**config.mk**
```make
export PLATFORM = sky130hd
export DESIGN_NAME = saturn_pc_rstk
export DESIGN_NICKNAME = d
export VERILOG_FILES = /design/src/rtl/saturn_pc_rstk.sv
export SDC_FILE = /design/constraint.sdc
export NUM_CORES = 1
export LEC_CHECK = 0
export CORE_ASPECT_RATIO = 1.4
export CORE_MARGIN = 8
export CORE_UTILIZATION = 58
export DETAILED_ROUTE_END_ITERATION = 6
export PLACE_DENSITY = 0.87
export SYNTH_ARGS = -nofsm -noshare
export SYNTH_HDL_FRONTEND = slang
export SYNTH_SLANG_ARGS = --single-unit
```
**constraint.sdc**
```tcl
create_clock -name i_clk -period 4.4 [get_ports i_clk]
set_clock_uncertainty 0.05 [all_clocks]
set_input_delay 0.44 -clock i_clk [delete_from_list [all_inputs] [get_ports i_clk]]
set_output_delay 0.44 -clock i_clk [all_outputs]
set_load 0.01 [all_outputs]
```
**src/rtl/saturn_pc_rstk.sv**
```systemverilog
// Saturn program counter, nibble-serial jump-target accumulator and return stack.
// Define SATURN_RSTK_ERROR_EN to enable the sticky overflow/underflow flag on o_rstk_error.
module saturn_pc_rstk #(
    parameter int          RSTK_DEPTH = 8,
    parameter logic [19:0] PC_RESET   = 20'h00000
) (
    input  logic        i_clk,
    input  logic        i_reset,
    input  logic        i_clk_en,
    input  logic [3:0]  i_phases,
    input  logic [1:0]  i_phase,
    input  logic [31:0] i_cycle_ctr,
    input  logic        i_bus_busy,
    input  logic [3:0]  i_nibble,
    input  logic        i_acc_clr,
    input  logic        i_acc_load,
    input  logic [2:0]  i_pc_cmd,
    output logic [19:0] o_current_pc,
    output logic [19:0] o_target,
    output logic [19:0] o_rstk_top,
    output logic [3:0]  o_rstk_level,
    output logic        o_rstk_error
);

    localparam int         IDX_W   = (RSTK_DEPTH > 1) ? $clog2(RSTK_DEPTH) : 1;
    localparam logic [3:0] DEPTH_L = 4'(RSTK_DEPTH);

    typedef enum logic [2:0] {
        CMD_NOP       = 3'd0,
        CMD_INC       = 3'd1,
        CMD_JMP_ABS   = 3'd2,
        CMD_JMP_REL   = 3'd3,
        CMD_GOSUB_REL = 3'd4,
        CMD_RTN       = 3'd5,
        CMD_PUSH_ACC  = 3'd6,
        CMD_POP       = 3'd7
    } pc_cmd_e;

    // Sign-extend the accumulator from the top bit of the last loaded nibble.
    function automatic logic [19:0] sext_f(input logic [19:0] acc, input logic [2:0] ptr);
        logic [19:0] res;
        case (ptr)
            3'd1:    res = {{16{acc[3]}},  acc[3:0]};
            3'd2:    res = {{12{acc[7]}},  acc[7:0]};
            3'd3:    res = {{8{acc[11]}},  acc[11:0]};
            3'd4:    res = {{4{acc[15]}},  acc[15:0]};
            default: res = acc;
        endcase
        return res;
    endfunction

    logic [19:0] pc_r,  pc_nxt_s;
    logic [19:0] acc_r, acc_nxt_s;
    logic [2:0]  ptr_r, ptr_nxt_s;
    logic [19:0] stk_r     [RSTK_DEPTH];
    logic [19:0] stk_nxt_s [RSTK_DEPTH];
    logic [3:0]  lvl_r, lvl_nxt_s;
    logic [19:0] top_r, top_nxt_s;
    logic        upd_s;
    logic        push_s;
    logic        pop_s;
    logic [19:0] push_val_s;
    logic [19:0] rel_s;
    logic        stk_full_s;
    logic        stk_empty_s;
    logic        unused_s;

    assign upd_s       = i_clk_en & ~i_bus_busy;
    assign rel_s       = sext_f(acc_r, ptr_r);
    assign stk_full_s  = (lvl_r >= DEPTH_L);
    assign stk_empty_s = (lvl_r == 4'd0);
    assign unused_s    = ^{i_phase, i_cycle_ctr, i_phases[1:0]};

    // Accumulator loading (phase 2) and PC command decode (phase 3).
    always_comb begin
        acc_nxt_s  = acc_r;
        ptr_nxt_s  = ptr_r;
        pc_nxt_s   = pc_r;
        push_s     = 1'b0;
        pop_s      = 1'b0;
        push_val_s = 20'h00000;
        if (upd_s && i_phases[2]) begin
            if (i_acc_clr) begin
                acc_nxt_s = 20'h00000;
                ptr_nxt_s = 3'd0;
            end else if (i_acc_load && (ptr_r < 3'd5)) begin
                case (ptr_r)
                    3'd0:    acc_nxt_s[3:0]   = i_nibble;
                    3'd1:    acc_nxt_s[7:4]   = i_nibble;
                    3'd2:    acc_nxt_s[11:8]  = i_nibble;
                    3'd3:    acc_nxt_s[15:12] = i_nibble;
                    3'd4:    acc_nxt_s[19:16] = i_nibble;
                    default: acc_nxt_s        = acc_r;
                endcase
                ptr_nxt_s = ptr_r + 3'd1;
            end else begin
                ptr_nxt_s = ptr_r;
            end
        end else begin
            acc_nxt_s = acc_r;
        end
        if (upd_s && i_phases[3]) begin
            case (pc_cmd_e'(i_pc_cmd))
                CMD_NOP:       pc_nxt_s = pc_r;
                CMD_INC:       pc_nxt_s = pc_r + 20'h00001;
                CMD_JMP_ABS:   pc_nxt_s = acc_r;
                CMD_JMP_REL:   pc_nxt_s = pc_r + rel_s;
                CMD_GOSUB_REL: begin
                    push_s     = 1'b1;
                    push_val_s = pc_r;
                    pc_nxt_s   = pc_r + rel_s;
                end
                CMD_RTN: begin
                    pop_s    = 1'b1;
                    pc_nxt_s = top_r;
                end
                CMD_PUSH_ACC: begin
                    push_s     = 1'b1;
                    push_val_s = acc_r;
                end
                CMD_POP:       pop_s    = 1'b1;
                default:       pc_nxt_s = pc_r;
            endcase
        end else begin
            pc_nxt_s = pc_r;
        end
    end

    // Return stack next state; a push onto a full stack discards the oldest entry.
    always_comb begin
        stk_nxt_s = stk_r;
        lvl_nxt_s = lvl_r;
        top_nxt_s = top_r;
        if (push_s) begin
            if (stk_full_s) begin
                for (int i = 0; i < RSTK_DEPTH - 1; i++) begin
                    stk_nxt_s[i] = stk_r[i + 1];
                end
                stk_nxt_s[RSTK_DEPTH - 1] = push_val_s;
                lvl_nxt_s = lvl_r;
            end else begin
                stk_nxt_s[IDX_W'(lvl_r)] = push_val_s;
                lvl_nxt_s = lvl_r + 4'd1;
            end
        end else if (pop_s && !stk_empty_s) begin
            stk_nxt_s[IDX_W'(lvl_r - 4'd1)] = 20'h00000;
            lvl_nxt_s = lvl_r - 4'd1;
        end else begin
            lvl_nxt_s = lvl_r;
        end
        if (lvl_nxt_s == 4'd0) begin
            top_nxt_s = 20'h00000;
        end else begin
            top_nxt_s = stk_nxt_s[IDX_W'(lvl_nxt_s - 4'd1)];
        end
    end

    // State registers; next-state logic already holds when no update slot is open.
    always_ff @(posedge i_clk or negedge i_reset) begin
        if (!i_reset) begin
            pc_r  <= PC_RESET;
            acc_r <= 20'h00000;
            ptr_r <= 3'd0;
            lvl_r <= 4'd0;
            top_r <= 20'h00000;
            for (int i = 0; i < RSTK_DEPTH; i++) begin
                stk_r[i] <= 20'h00000;
            end
        end else begin
            pc_r  <= pc_nxt_s;
            acc_r <= acc_nxt_s;
            ptr_r <= ptr_nxt_s;
            lvl_r <= lvl_nxt_s;
            top_r <= top_nxt_s;
            for (int i = 0; i < RSTK_DEPTH; i++) begin
                stk_r[i] <= stk_nxt_s[i];
            end
        end
    end

`ifdef SATURN_RSTK_ERROR_EN
    logic err_r;
    logic err_set_s;

    assign err_set_s = (push_s & stk_full_s) | (pop_s & stk_empty_s);

    // Sticky overflow/underflow flag, cleared only by reset.
    always_ff @(posedge i_clk or negedge i_reset) begin
        if (!i_reset) begin
            err_r <= 1'b0;
        end else begin
            err_r <= err_r | err_set_s;
        end
    end

    assign o_rstk_error = err_r;
`else
    assign o_rstk_error = 1'b0;
`endif

    assign o_current_pc = pc_r;
    assign o_target     = acc_r;
    assign o_rstk_top   = top_r;
    assign o_rstk_level = lvl_r;

endmodule

```
==> impl_metrics.ini, run 1 <==
[global_route]
grt-ovfl-total = 0
grtUsageTotal_pct = 29.0
antenna_found_initial = 0
first_global_vias = 11600
grt_pass1_wl_microns = 61700
grt_max_degree = 141

[power_and_ir_drop]
power_switching_w = 0.00242
p_seq_share_pct = 37.7
pwr-share-comb_pct = 35.3
power_w = 0.00656
power.leakage_nw = 6.59
p_int_w = 0.00414
pwr_density_cell_nw_per_um2 = 458
switching_share_pct = 36.9
p_clk_share_pct = 27.0
vdd_drop_max_uv = 313

[clock_network]
htree_levels = 1
cts_tree = done
postCtsSetupRepairBufs = 0
max-clock-path-buffers = 3
post_cts_resized = 0
clock_latency_ns = 0.52
cts_buffers = 22
cts_root_buffer = clkbuf_16
clkTransAtPathRegs_ns = 0.07
clkSinkCount = 227
hold_buffers = 0

[synth]
syn_inst = 1297
synth_area_leaders = dfrtp_1 (45%), nor2_1 (5.2%), a221oi_1 (4.7%), mux2i_1 (4.4%), o21ai_0 (4.0%)
synth_top_area_share_pct = 45.1
async_reset_ff_share_pct = 100
yosysTopAreaCell = dfrtp_1
synth-main-ff-cell = dfrtp_1
synth.distinct_cells = 76
ys_seq_area_share_pct = 45.1
synth_edf_count = 0
yosys_warnings = 0
synth_seq_cells = 227
avgSynthCellArea_sq_um = 9.72
syn_nets = 1377
synth_area_sq_um = 12600

[sta]
setup_viol = 0
rsz0062_at_grt = false
period_share_pct = 93.3
whs_ns = -0.0284
layout_min_cycle_time_ns = 4.10
drv_slew = 0
finalHoldViolCount = 7
slew_headroom_pct = 29.3
max_freq_mhz = 244
worst_pin_slew_ns = 1.06
tns_ns = 0

[route]
ant_nets = 0
drc = 0
drtIter0Drc = 1304
routedWlPerCell_microns = 23.9
avgViaCountPerCell = 6.99
via_count = 11400
wirelength_microns = 38900
dr.pass1.iters = 6

[finish]
drive_above_1_share_pct = 9.44
final_nets = 1433
areaGrowthSynthToFinish_pct = 13.7
fillers = 1580

[setup_path]
r2r_setup_slack_ns = 0.30
crit_fanout = 8
slowest_delay_ns = 0.52
crit_family = simple AND/OR/NAND/NOR gates
worstPathCellList = ha_1, ha_1, or3_1, o21ai_0, a21oi_1, ha_1, or3_1, a211oi_1, buf_4, o21ai_0, a21oi_1, o21ai_0, nand4_1, mux2_2, nor3_1
start_kind = flop
critPathKind = flop to flop
endpoint_kind = flop
cp.arrival_ns = 4.50
critPathSlowestCell = or3_1
critPathRequiredTime_ns = 4.79
critPathBufInv = 1
ff2ff_path_depth = 15
regToRegStartpoint = ptr_r[0]$_DFFE_PN0P_
r2r-end = o_current_pc[18]$_DFFE_PN0P_

[outcome]
failed_checks = negative hold slack
status = finished with violations

[die]
row_count = 64
start_util_pct = 58.3
die_area_sq_um = 26800
die_w_microns = 141
die_h_microns = 190
core_area_sq_um = 21600
io_pins = 116

[job]
cap_violations = 0

[placed_design]
post-dp-hpwl_microns = 25800
gp_congestion = 0.919
io_buffers = 78

[min_path]
hp-class = input port to async pin
==> metrics by stage <==
step	std cells	util [%]	hold WS, ns	setup slack [ns]	instance area, sq um
2_1_floorplan	1297	-	0.0944	0.449	12600
3_3_place_gp	1593	63.2	0.437	0.166	13700
3_5_place_dp	1593	63.2	0.446	0.174	13700
4_1_cts	1631	66.3	0.0663	0.314	14300
5_1_grt	1631	66.3	0.0975	0.0727	14300
6_report	1632	66.3	-0.0284	0.297	14300
==> cells in the mapped netlist (all sizes together) (3+ instances only) <==
cell type	n
a211oi	9
a21boi	5
a21o	4
a21oi	34
a221o	44
a221oi	67
a22o	4
a22oi	62
a31oi	7
and2	3
and3	3
buf	49
clkbuf	38
dfrtp	227
ha	28
inv	89
mux2i	55
mux4	22
nand2	102
nand2b	8
nand3	13
nand3b	4
nor2	178
nor2b	7
nor3	11
nor3b	4
nor4	3
o211ai	3
o21a	10
o21ai	120
o221ai	3
o22a	17
o22ai	4
or2	8
or3	7
or3b	3
xnor2	8
xor2	9
==> layout make-up <==
type,count,area (sq um),share of cell area [%]
timing repair buffer,119,1130,7.89
sequential,227,5680,39.6
multi-input combinational,894,6200,43.3
clock buffer,31,604,4.22
clock inverter,7,48.8,0.341
tap,264,330,2.31
inverter,89,334,2.33
antenna,1,2.50,0.0175
==> how the worst max path moves through the flow <==
stage,end,start,slack (ns),cells after the start
after floorplan,o_rstk_top[10]$_DFF_PN0_,o_rstk_level[0]$_DFF_PN0_,0.45,17
after global placement,o_current_pc[18]$_DFFE_PN0P_,i_pc_cmd[1],0.17,16
after detailed placement,o_current_pc[18]$_DFFE_PN0P_,i_pc_cmd[1],0.17,16
after CTS,o_current_pc[18]$_DFFE_PN0P_,ptr_r[0]$_DFFE_PN0P_,0.31,15
after global routing,o_current_pc[18]$_DFFE_PN0P_,ptr_r[0]$_DFFE_PN0P_,0.07,15
final,o_current_pc[18]$_DFFE_PN0P_,ptr_r[0]$_DFFE_PN0P_,0.30,15
==> cells by family (layout without fill, tap and decap cells) <==
logic type	after synthesis	after routing	synth area share, %
AOI/OAI and AO/OA	407	407	23.2
and+or+nand+nor	361	361	12.9
DFF	227	227	45.1
buffers and inverters	176	246	6.05
muxes	79	79	8.48
adders and majority gates	29	29	2.94
xor gates and xnor gates	17	17	1.33
other	1	2	0.0298
==> flip-flops by register name (all words and copies together), names as in the netlist <==
name          count
stk_r           160
o_current_pc     20
o_rstk_top       20
o_target         20
o_rstk_level      4
ptr_r             3
==> power groups by stage <==
stage | Combinational, W | Clock (W) | Sequential, W
final | 0.00232 | 0.00177 | 0.00247
after global routing | 0.00246 | 0.00187 | 0.00249
after CTS | 0.00228 | 0.00178 | 0.00246
after detailed placement | 0.00226 | 0 | 0.00250
after global placement | 0.00223 | 0 | 0.00249
after floorplan | 0.00141 | 0 | 0.00247
==> routing by layer <==
layer	share of wire (%)	track usage, %	wire length, microns	vias up
met5	0	0	0	-
met4	7.4	20.9	2880	0
met3	9.7	6.04	3780	233
met2	48	48.7	18700	746
met1	35	32.5	13600	5563
li1	-	-	-	4865
==> cell usage in the layout, fill, tap and decap left out, types with 5 or more instances in the layout <==
cell type / count
or2_2: 5
mux4_2: 22
buf_4: 38
ha_1: 28
nand2b_1: 7
o21ai_1: 20
a211oi_1: 8
nand2_1: 102
a221oi_1: 67
clkbuf_16: 22
or3_1: 7
a221o_1: 44
o22a_1: 17
xor2_1: 9
a31oi_1: 7
clkbuf_1: 7
clkdlybuf4s50_1: 77
dfrtp_1: 227
o21ai_0: 100
xnor2_1: 7
nor3_1: 11
a22oi_1: 62
clkinv_2: 5
a21oi_1: 30
mux2i_1: 55
nor2_1: 174
inv_1: 87
nor2b_1: 7
nand3_1: 12
o21a_1: 10
Power figures use the tool's default switching activity.
==> run 2, diff against run 1 <==
--- a/config.mk
+++ b/config.mk
@@ -10,6 +10,7 @@
 export CORE_UTILIZATION = 58
 export DETAILED_ROUTE_END_ITERATION = 6
 export PLACE_DENSITY = 0.87
+export REMOVE_ABC_BUFFERS = 1
 export SYNTH_ARGS = -nofsm -noshare
 export SYNTH_HDL_FRONTEND = slang
 export SYNTH_SLANG_ARGS = --single-unit
==> impl_metrics.ini, run 2 (synthesized netlist as in run 1, its figures left out) <==
[outcome]
status = finished with violations
failed_checks = negative hold slack

[finish]
fillers = 1659
areaGrowthSynthToFinish_pct = 14.2
top_register = stk_r
postLayoutCoreUtil_pct = 66.6
drive_above_1_share_pct = 9.55
final_nets = 1427
final_common_cell = dfrtp_1
instances_no_fill = 1626
layout_common_cells = dfrtp_1 (227), nor2_1 (173), nand2_1 (102)
largest_reg_flops = 160

[placed_design]
place_ws_ns = 0.218
gp_congestion = 0.954
placed_cells = 1587
post-dp-hpwl_microns = 25800
io_buffers = 78

[die]
core_area_sq_um = 21600
die_w_microns = 141
die_area_sq_um = 26800
io_pins = 116
die_h_microns = 190
start_util_pct = 58.3
row_count = 64

[power_and_ir_drop]
pwr_density_cell_nw_per_um2 = 472
vdd_drop_max_uv = 339
power.leakage_nw = 6.62

[route]
routedWlPerCell_microns = 24.6
wirelength_microns = 40000
drc = 0
avgViaCountPerCell = 7.02
ant_nets = 0
drtIter0Drc = 1372
dr.pass1.iters = 7
via_count = 11400

[global_route]
grtUsageTotal_pct = 29.6
grt_max_degree = 138
antenna_found_initial = 2
grt-ovfl-total = 0
grt_pass1_wl_microns = 62300
first_global_vias = 11500

[sta]
rsz0062_at_grt = false
drv_slew = 0
whs_ns = -0.0629
setup_viol = 0
slew_headroom_pct = 19.5
period_share_pct = 91.9
worst_pin_slew_ns = 1.21
tns_ns = 0
layout_min_cycle_time_ns = 4.04
max_freq_mhz = 247
final.setup.worst_slack_ns = 0.357
finalHoldViolCount = 8

[setup_path]
ff2ff_path_depth = 14
crit_start = ptr_r[0]$_DFFE_PN0P_
critPathKind = flop to flop
endpoint_kind = flop
start_kind = flop
r2r_setup_slack_ns = 0.36
regToRegStartpoint = ptr_r[0]$_DFFE_PN0P_
crit_fanout = 8
cp.arrival_ns = 4.43
critPathRequiredTime_ns = 4.78

[clock_network]
max-clock-path-buffers = 3
post_cts_resized = 0
clkSinkCount = 227
cts_tree = done
cts_buffers = 22
clkTransAtPathRegs_ns = 0.07
cts_root_buffer = clkbuf_16
postCtsSetupRepairBufs = 0
clock_latency_ns = 0.52
htree_levels = 1
hold_buffers = 0

[job]
cap_violations = 0

[min_path]
hp-class = input port to async pin
run 2: changes by cell type in the layout (fill, tap and decap cells not counted), sizes merged:
| cell | change |
|---|---|
| buf | -5 |
| clkinv | -3 |
| bufinv | +2 |
| clkbuf | +1 |
| clkdlybuf4s50 | -1 |
run 2: critical path, stage by stage, from the launching register on:
cell and delay (ns):
dfrtp_1 0.43, ha_1 0.25, ha_1 0.22, or3_1 0.49
o21ai_0 0.21, a21oi_1 0.09, ha_1 0.22, or3_1 0.41
a211oi_1 0.36, o21ai_0 0.18, a21oi_1 0.21, o21ai_0 0.15
nand4_1 0.17, mux2_2 0.34, nor3_1 0.18
run 2: worst paths after layout:
path | endpoint
worst max-delay path | o_current_pc[18]$_DFFE_PN0P_
worst min-delay path | stk_r[120]$_DFF_PN0_
max in group asynchronous | stk_r[68]$_DFF_PN0_
min in group i_clk | stk_r[47]$_DFF_PN0_
worst max register to register | o_current_pc[18]$_DFFE_PN0P_
worst min register to register | stk_r[47]$_DFF_PN0_
run 2: cell type report:
cell class,instances,area [sq um],area share [%]
antenna,1,2.50,0.0174
timing repair buffer,113,1080,7.51
multi-input combinational,894,6200,43.1
inverter,89,334,2.32
tap,264,330,2.30
sequential,227,5680,39.5
clock inverter,6,82.6,0.574
clock buffer,32,679,4.72
run 2: where the power goes:
group	total, W	switching, W	internal [W]
registers	0.00252	0.000268	0.00225
clock network	0.00201	0.000825	0.00118
logic	0.00226	0.00136	0.000900
total	0.00679	0.00246	0.00433
run 2: metal layers:
metal	part of all wire, %	vias to the layer above	wire (microns)	GRT usage (%)
li1	-	4863	-	-
met1	36	5547	14500	36.3
met2	46	810	18300	46.3
met3	11	200	4480	6.24
met4	6.8	2	2710	20.2
met5	0.032	-	13	0
run 2: stage by stage:
stage          area, sq um  power [W]
3_5_place_dp         13600    0.00473
2_1_floorplan        12200    0.00378
4_1_cts              14400    0.00673
6_report             14400    0.00679
5_1_grt              14400    0.00705
3_3_place_gp         13600    0.00469
